$ cat src/rtl/pipe_hazard_if.sv
// Hazard-controller bundle: hazard sources from the core (master) and the
// stall codes, PC strobes and perf counters returned by the controller (slave).
interface pipe_hazard_if #(
   parameter int CNT_W = 32
);
   logic [4:0]       id_rs1_addr;
   logic [4:0]       id_rs2_addr;
   logic             id_rs1_used;
   logic             id_rs2_used;
   logic             ex_mem_rena;
   logic [4:0]       ex_rd_waddr;
   logic             ex_redirect;
   logic             if_busy;
   logic             mem_busy;
   logic             pc_stall;
   logic             pc_redirect;
   logic [1:0]       stall_if_id;
   logic [1:0]       stall_id_ex;
   logic [1:0]       stall_ex_mem;
   logic [1:0]       stall_mem_wb;
   logic             kill_pending;
   logic [CNT_W-1:0] cnt_load_use;
   logic [CNT_W-1:0] cnt_redirect;
   logic [CNT_W-1:0] cnt_mem_wait;

   modport master (
      output id_rs1_addr, id_rs2_addr, id_rs1_used, id_rs2_used,
             ex_mem_rena, ex_rd_waddr, ex_redirect, if_busy, mem_busy,
      input  pc_stall, pc_redirect, stall_if_id, stall_id_ex, stall_ex_mem,
             stall_mem_wb, kill_pending, cnt_load_use, cnt_redirect, cnt_mem_wait
   );

   modport slave (
      input  id_rs1_addr, id_rs2_addr, id_rs1_used, id_rs2_used,
             ex_mem_rena, ex_rd_waddr, ex_redirect, if_busy, mem_busy,
      output pc_stall, pc_redirect, stall_if_id, stall_id_ex, stall_ex_mem,
             stall_mem_wb, kill_pending, cnt_load_use, cnt_redirect, cnt_mem_wait
   );
endinterface

$ cat src/rtl/pipe_hazard_ctrl.sv
// Stall/flush controller for the 5-stage core, with a RUN/KILL FSM that drops a stale fetch.
// Stall-cause performance counters are built only when PIPE_PERF_EN is defined.
module pipe_hazard_ctrl #(
   parameter int CNT_W = 32
) (
   input  logic          clk,
   input  logic          rst,
   pipe_hazard_if.slave  hz
);
   localparam logic [1:0] STALL_NEXT = 2'b00;
   localparam logic [1:0] STALL_KEEP = 2'b01;
   localparam logic [1:0] STALL_ZERO = 2'b10;

   typedef enum logic {RUN, KILL} state_e;
   state_e state_q, state_d;

   logic load_use;
   logic case_lu;

   assign load_use = hz.ex_mem_rena && (hz.ex_rd_waddr != 5'd0) &&
                     ((hz.id_rs1_used && hz.id_rs1_addr == hz.ex_rd_waddr) ||
                      (hz.id_rs2_used && hz.id_rs2_addr == hz.ex_rd_waddr));

   always_ff @(posedge clk) begin
      if (rst) state_q <= RUN;
      else     state_q <= state_d;
   end

   always_comb begin
      hz.pc_stall     = 1'b0;
      hz.pc_redirect  = 1'b0;
      hz.stall_if_id  = STALL_NEXT;
      hz.stall_id_ex  = STALL_NEXT;
      hz.stall_ex_mem = STALL_NEXT;
      hz.stall_mem_wb = STALL_NEXT;
      case_lu         = 1'b0;
      // A held EX stage re-presents its redirect later, so mem_busy outranks it.
      if (hz.mem_busy) begin
         hz.pc_stall     = 1'b1;
         hz.stall_if_id  = STALL_KEEP;
         hz.stall_id_ex  = STALL_KEEP;
         hz.stall_ex_mem = STALL_KEEP;
         hz.stall_mem_wb = STALL_ZERO;
      end else if (hz.ex_redirect) begin
         hz.pc_redirect  = 1'b1;
         hz.stall_if_id  = STALL_ZERO;
         hz.stall_id_ex  = STALL_ZERO;
      end else if (load_use) begin
         case_lu         = 1'b1;
         hz.pc_stall     = 1'b1;
         hz.stall_if_id  = STALL_KEEP;
         hz.stall_id_ex  = STALL_ZERO;
      end else if (state_q == KILL || hz.if_busy) begin
         hz.pc_stall     = 1'b1;
         hz.stall_if_id  = STALL_ZERO;
      end
   end

   always_comb begin
      state_d = state_q;
      case (state_q)
         RUN:  if (hz.pc_redirect && hz.if_busy) state_d = KILL;
         KILL: if (!hz.if_busy) state_d = RUN;
         default: state_d = RUN;
      endcase
   end

   assign hz.kill_pending = (state_q == KILL);

`ifdef PIPE_PERF_EN
   localparam logic [CNT_W-1:0] ONE = CNT_W'(1);
   logic [CNT_W-1:0] cnt_load_use_q, cnt_load_use_d;
   logic [CNT_W-1:0] cnt_redirect_q, cnt_redirect_d;
   logic [CNT_W-1:0] cnt_mem_wait_q, cnt_mem_wait_d;

   // Saturating: an overflowed counter stays pinned at all-ones.
   always_comb begin
      cnt_load_use_d = cnt_load_use_q;
      cnt_redirect_d = cnt_redirect_q;
      cnt_mem_wait_d = cnt_mem_wait_q;
      if (case_lu && cnt_load_use_q != '1)        cnt_load_use_d = cnt_load_use_q + ONE;
      if (hz.pc_redirect && cnt_redirect_q != '1) cnt_redirect_d = cnt_redirect_q + ONE;
      if (hz.mem_busy && cnt_mem_wait_q != '1)    cnt_mem_wait_d = cnt_mem_wait_q + ONE;
   end

   always_ff @(posedge clk) begin
      if (rst) begin
         cnt_load_use_q <= '0;
         cnt_redirect_q <= '0;
         cnt_mem_wait_q <= '0;
      end else begin
         cnt_load_use_q <= cnt_load_use_d;
         cnt_redirect_q <= cnt_redirect_d;
         cnt_mem_wait_q <= cnt_mem_wait_d;
      end
   end

   assign hz.cnt_load_use = cnt_load_use_q;
   assign hz.cnt_redirect = cnt_redirect_q;
   assign hz.cnt_mem_wait = cnt_mem_wait_q;
`else
   assign hz.cnt_load_use = '0;
   assign hz.cnt_redirect = '0;
   assign hz.cnt_mem_wait = '0;
`endif
endmodule

$ cat src/flat_wrapper.sv
// flat-port wrapper written by rule: the top's interface ports become plain ports
module pipe_hazard_ctrl_flat 
#(
   parameter int CNT_W = 32
)
  (clk, rst, hz_id_rs1_addr, hz_id_rs2_addr, hz_id_rs1_used, hz_id_rs2_used, hz_ex_mem_rena, hz_ex_rd_waddr, hz_ex_redirect, hz_if_busy, hz_mem_busy, hz_pc_stall, hz_pc_redirect, hz_stall_if_id, hz_stall_id_ex, hz_stall_ex_mem, hz_stall_mem_wb, hz_kill_pending, hz_cnt_load_use, hz_cnt_redirect, hz_cnt_mem_wait);
  pipe_hazard_if #(.CNT_W(CNT_W)) hz_i ();
  input  logic clk;
  input  logic rst;
  input wire logic [$bits(hz_i.id_rs1_addr)-1:0] hz_id_rs1_addr;
  input wire logic [$bits(hz_i.id_rs2_addr)-1:0] hz_id_rs2_addr;
  input wire logic [$bits(hz_i.id_rs1_used)-1:0] hz_id_rs1_used;
  input wire logic [$bits(hz_i.id_rs2_used)-1:0] hz_id_rs2_used;
  input wire logic [$bits(hz_i.ex_mem_rena)-1:0] hz_ex_mem_rena;
  input wire logic [$bits(hz_i.ex_rd_waddr)-1:0] hz_ex_rd_waddr;
  input wire logic [$bits(hz_i.ex_redirect)-1:0] hz_ex_redirect;
  input wire logic [$bits(hz_i.if_busy)-1:0] hz_if_busy;
  input wire logic [$bits(hz_i.mem_busy)-1:0] hz_mem_busy;
  output wire logic [$bits(hz_i.pc_stall)-1:0] hz_pc_stall;
  output wire logic [$bits(hz_i.pc_redirect)-1:0] hz_pc_redirect;
  output wire logic [$bits(hz_i.stall_if_id)-1:0] hz_stall_if_id;
  output wire logic [$bits(hz_i.stall_id_ex)-1:0] hz_stall_id_ex;
  output wire logic [$bits(hz_i.stall_ex_mem)-1:0] hz_stall_ex_mem;
  output wire logic [$bits(hz_i.stall_mem_wb)-1:0] hz_stall_mem_wb;
  output wire logic [$bits(hz_i.kill_pending)-1:0] hz_kill_pending;
  output wire logic [$bits(hz_i.cnt_load_use)-1:0] hz_cnt_load_use;
  output wire logic [$bits(hz_i.cnt_redirect)-1:0] hz_cnt_redirect;
  output wire logic [$bits(hz_i.cnt_mem_wait)-1:0] hz_cnt_mem_wait;
  assign hz_i.id_rs1_addr = hz_id_rs1_addr;
  assign hz_i.id_rs2_addr = hz_id_rs2_addr;
  assign hz_i.id_rs1_used = hz_id_rs1_used;
  assign hz_i.id_rs2_used = hz_id_rs2_used;
  assign hz_i.ex_mem_rena = hz_ex_mem_rena;
  assign hz_i.ex_rd_waddr = hz_ex_rd_waddr;
  assign hz_i.ex_redirect = hz_ex_redirect;
  assign hz_i.if_busy = hz_if_busy;
  assign hz_i.mem_busy = hz_mem_busy;
  assign hz_pc_stall = hz_i.pc_stall;
  assign hz_pc_redirect = hz_i.pc_redirect;
  assign hz_stall_if_id = hz_i.stall_if_id;
  assign hz_stall_id_ex = hz_i.stall_id_ex;
  assign hz_stall_ex_mem = hz_i.stall_ex_mem;
  assign hz_stall_mem_wb = hz_i.stall_mem_wb;
  assign hz_kill_pending = hz_i.kill_pending;
  assign hz_cnt_load_use = hz_i.cnt_load_use;
  assign hz_cnt_redirect = hz_i.cnt_redirect;
  assign hz_cnt_mem_wait = hz_i.cnt_mem_wait;
  pipe_hazard_ctrl #(.CNT_W(CNT_W)) u_core (.clk(clk), .rst(rst), .hz(hz_i));
endmodule
$ cat config.mk
export PLATFORM = sky130hd
export DESIGN_NAME = pipe_hazard_ctrl_flat
export DESIGN_NICKNAME = d
export VERILOG_FILES = /design/src/rtl/pipe_hazard_if.sv /design/src/rtl/pipe_hazard_ctrl.sv /design/src/flat_wrapper.sv
export SDC_FILE = /design/constraint.sdc
export NUM_CORES = 1
export LEC_CHECK = 0
export ABC_CLOCK_PERIOD_IN_PS = 3400
export BUFFER_PORTS_ARGS = -buffer_cell sky130_fd_sc_hd__buf_2
export CORE_MARGIN = 4
export CORE_UTILIZATION = 32
export CTS_CLUSTER_DIAMETER = 120
export DETAILED_ROUTE_END_ITERATION = 8
export PLACE_DENSITY = 0.78
export SLEW_MARGIN = 20
export SYNTH_ARGS = -nofsm -noshare
export SYNTH_HDL_FRONTEND = slang
export SYNTH_SLANG_ARGS = --single-unit
$ cat constraint.sdc
create_clock -name clk -period 3.4 [get_ports clk]
set_clock_uncertainty 0.2 [all_clocks]
set_input_delay 1.02 -clock clk [delete_from_list [all_inputs] [get_ports clk]]
set_output_delay 1.02 -clock clk [all_outputs]
set_load 0.02 [all_outputs]
==> impl_metrics.env <==
export IMPL_vias_per_cell=3.08
export IMPL_ys_warn_count=0
export IMPL_cp_arrival_ns=2.29
export IMPL_crit_path_start_kind="primary input"
export IMPL_dpl_worst_slack_ns=-0.184
export IMPL_path_class="primary input to output pin"
export IMPL_ys_seq_elements=1
export IMPL_largest_reg_flops=1
export IMPL_ys_flop_type="dfxtp_1"
export IMPL_syn_to_final_growth_pct=-10.9
export IMPL_syn_area_um2=983
export IMPL_synth_top_area_share_pct=77.1
export IMPL_track_usage_pct=5.74
export IMPL_powerDensity_nw_per_um2=200
export IMPL_synth_common_cells="101 x buf_4, 10 x xnor2_1, 4 x nor2_1"
export IMPL_end_kind="output pin"
export IMPL_postRouteAntennaNets=0
export IMPL_hold_viol=0
export IMPL_port_buffers=31
export IMPL_postCtsHoldBufs=0
export IMPL_setup_ws_ns=-0.109
export IMPL_initial_core_util_pct=34.5
export IMPL_core_um2=2850
export IMPL_synth_async_reset_ratio_pct=0
export IMPL_grt_max_degree=9
export IMPL_finalMaxSlewViolations=0
export IMPL_nNetsFinal=189
export IMPL_synth_edff_count=0
export IMPL_synth_top_area_cell="buf_4"
export IMPL_violations="setup timing"
export IMPL_min_period_ns=3.51
export IMPL_yosysMostFrequentCell="buf_4"
export IMPL_antenna_cells=0
export IMPL_path_clk_slew_ns=0
export IMPL_dp_hpwl_um=1570
export IMPL_dieArea_um2=4020
export IMPL_drive_gt1_share_pct=24.4
export IMPL_synthTopCellsByArea="buf_4 77%, xnor2_1 8.9%, dfxtp_1 2.0%, a21o_1 1.5%, nor2_1 1.5%"
export IMPL_wl_um=1670
export IMPL_drt_iter0_markers=0
export IMPL_whs_ns=0.331
export IMPL_status="complete, but fails checks"
export IMPL_antenna_found_initial=0
export IMPL_synth_top_family_by_area="buffers and inverters"
export IMPL_path_max_fanout=3
export IMPL_top_level_ports=130
export IMPL_worstPathRequired_ns=2.18
export IMPL_wl_per_cell_um=8.58
export IMPL_place_congestion=0.634
export IMPL_synth_simple_area_share_pct=6.87
export IMPL_rsz0062_at_grt="true"
export IMPL_hold_class="flop to flop"
export IMPL_synth_cell_type_count=17
export IMPL_die_y_um=63.4
export IMPL_placementRows=19
export IMPL_fillerInstances=321
export IMPL_synth_fa_ha_area_share_pct=0
export IMPL_dp_cells=195
export IMPL_max_cap_violations=0
export IMPL_drc=0
export IMPL_grt_pass1_vias=454
export IMPL_muxShareOfSynthArea_pct=0
export IMPL_setup_violations=3
export IMPL_min_period_over_period_pct=103
export IMPL_vias=600
export IMPL_drt_pre_antenna_iters=1
export IMPL_synth_xor_area_share_pct=8.91
export IMPL_stdcell_count=195
export IMPL_gr_total_overflow=0
export IMPL_yosysSeqAreaShare_pct=2.04
export IMPL_cts_setup_buffers=0
export IMPL_postSynthAreaPerCell_um2=7.45
export IMPL_grt_pass1_wl_um=1990
export IMPL_p_leak_nw=0.557
export IMPL_clock_fmax_ghz=0.285
export IMPL_final_util_pct=30.7
export IMPL_synthCells=132
export IMPL_die_x_um=63.4
export IMPL_clock_latency_ns=0
export IMPL_synth_compound_area_share_pct=4.71
export IMPL_ir_drop_mv=0.0980
final cells by class:
| type | instances | area, um^2 | share of cell area [%] |
|---|---|---|---|
| Tap cell | 31 | 38.8 | 4.43 |
| Sequential cell | 1 | 20.0 | 2.29 |
| Multi-Input combinational cell | 127 | 591 | 67.4 |
| Timing Repair Buffer | 36 | 226 | 25.9 |
repair_timing:
item                                    in CTS  in global routing
endpoints found under the setup margin       4                  4
pin swaps                                    5                  4
gates cloned                                 0                  0
gates resized for setup                     11                  1
critical path, cell delays in order:
cell	delay (ns)
buf_6	0.09
or4_4	0.53
o21ai_4	0.17
nor2_4	0.06
a211o_1	0.27
buf_6	0.14
final timing paths:
check	startpoint	endpoint	slack, ns	depth (start not counted)
max	hz_ex_rd_waddr[1]	hz_pc_stall	-0.11	6
min	u_core.hz.kill_pending	u_core.hz.kill_pending	0.33	2
max reg2reg	u_core.hz.kill_pending	u_core.hz.kill_pending	2.55	2
min reg2reg	u_core.hz.kill_pending	u_core.hz.kill_pending	0.33	2
metrics by stage:
step	total power [W]	setup TNS, ns	area, um^2
3_5_place_dp	0.000164	-0.444	826
4_1_cts	0.000171	-0.271	870
3_3_place_gp	0.000162	-0.440	826
5_1_grt	0.000185	-0.283	876
6_report	0.000175	-0.177	876
2_1_floorplan	0.000223	0	1350
routing by layer:
metal	vias up	GRT usage (%)	wire (um)
met5	-	0	0
met4	0	0.539	0
met3	0	0.533	285
met2	65	13.6	997
li1	277	-	-
met1	258	4.98	391
power by group:
group          internal [W]  switching [W]
logic             0.0000344       0.000128
registers         0.0000124    0.000000387
clock network             0              0
cells in the final DEF, fill, tap and decap left out:
cell / instances
conb_1: 98
buf_2: 25
xnor2_1: 10
buf_4: 6
buf_6: 5
nor2_1: 4
nand4_1: 2
nand2_1: 2
a21o_1: 2
o22ai_1: 1
or4_4: 1
o21ai_4: 1
nor2_4: 1
nor2b_1: 1
nor3_1: 1
a211oi_2: 1
a211o_1: 1
nor3b_1: 1
dfxtp_1: 1
cell families after synthesis:
logic type | after synthesis
compound gates | 6
xor+xnor | 10
buf+inv | 101
flops | 1
other cells | 1
simple gates | 13
No activity file was read; power rests on OpenSTA's default activity.
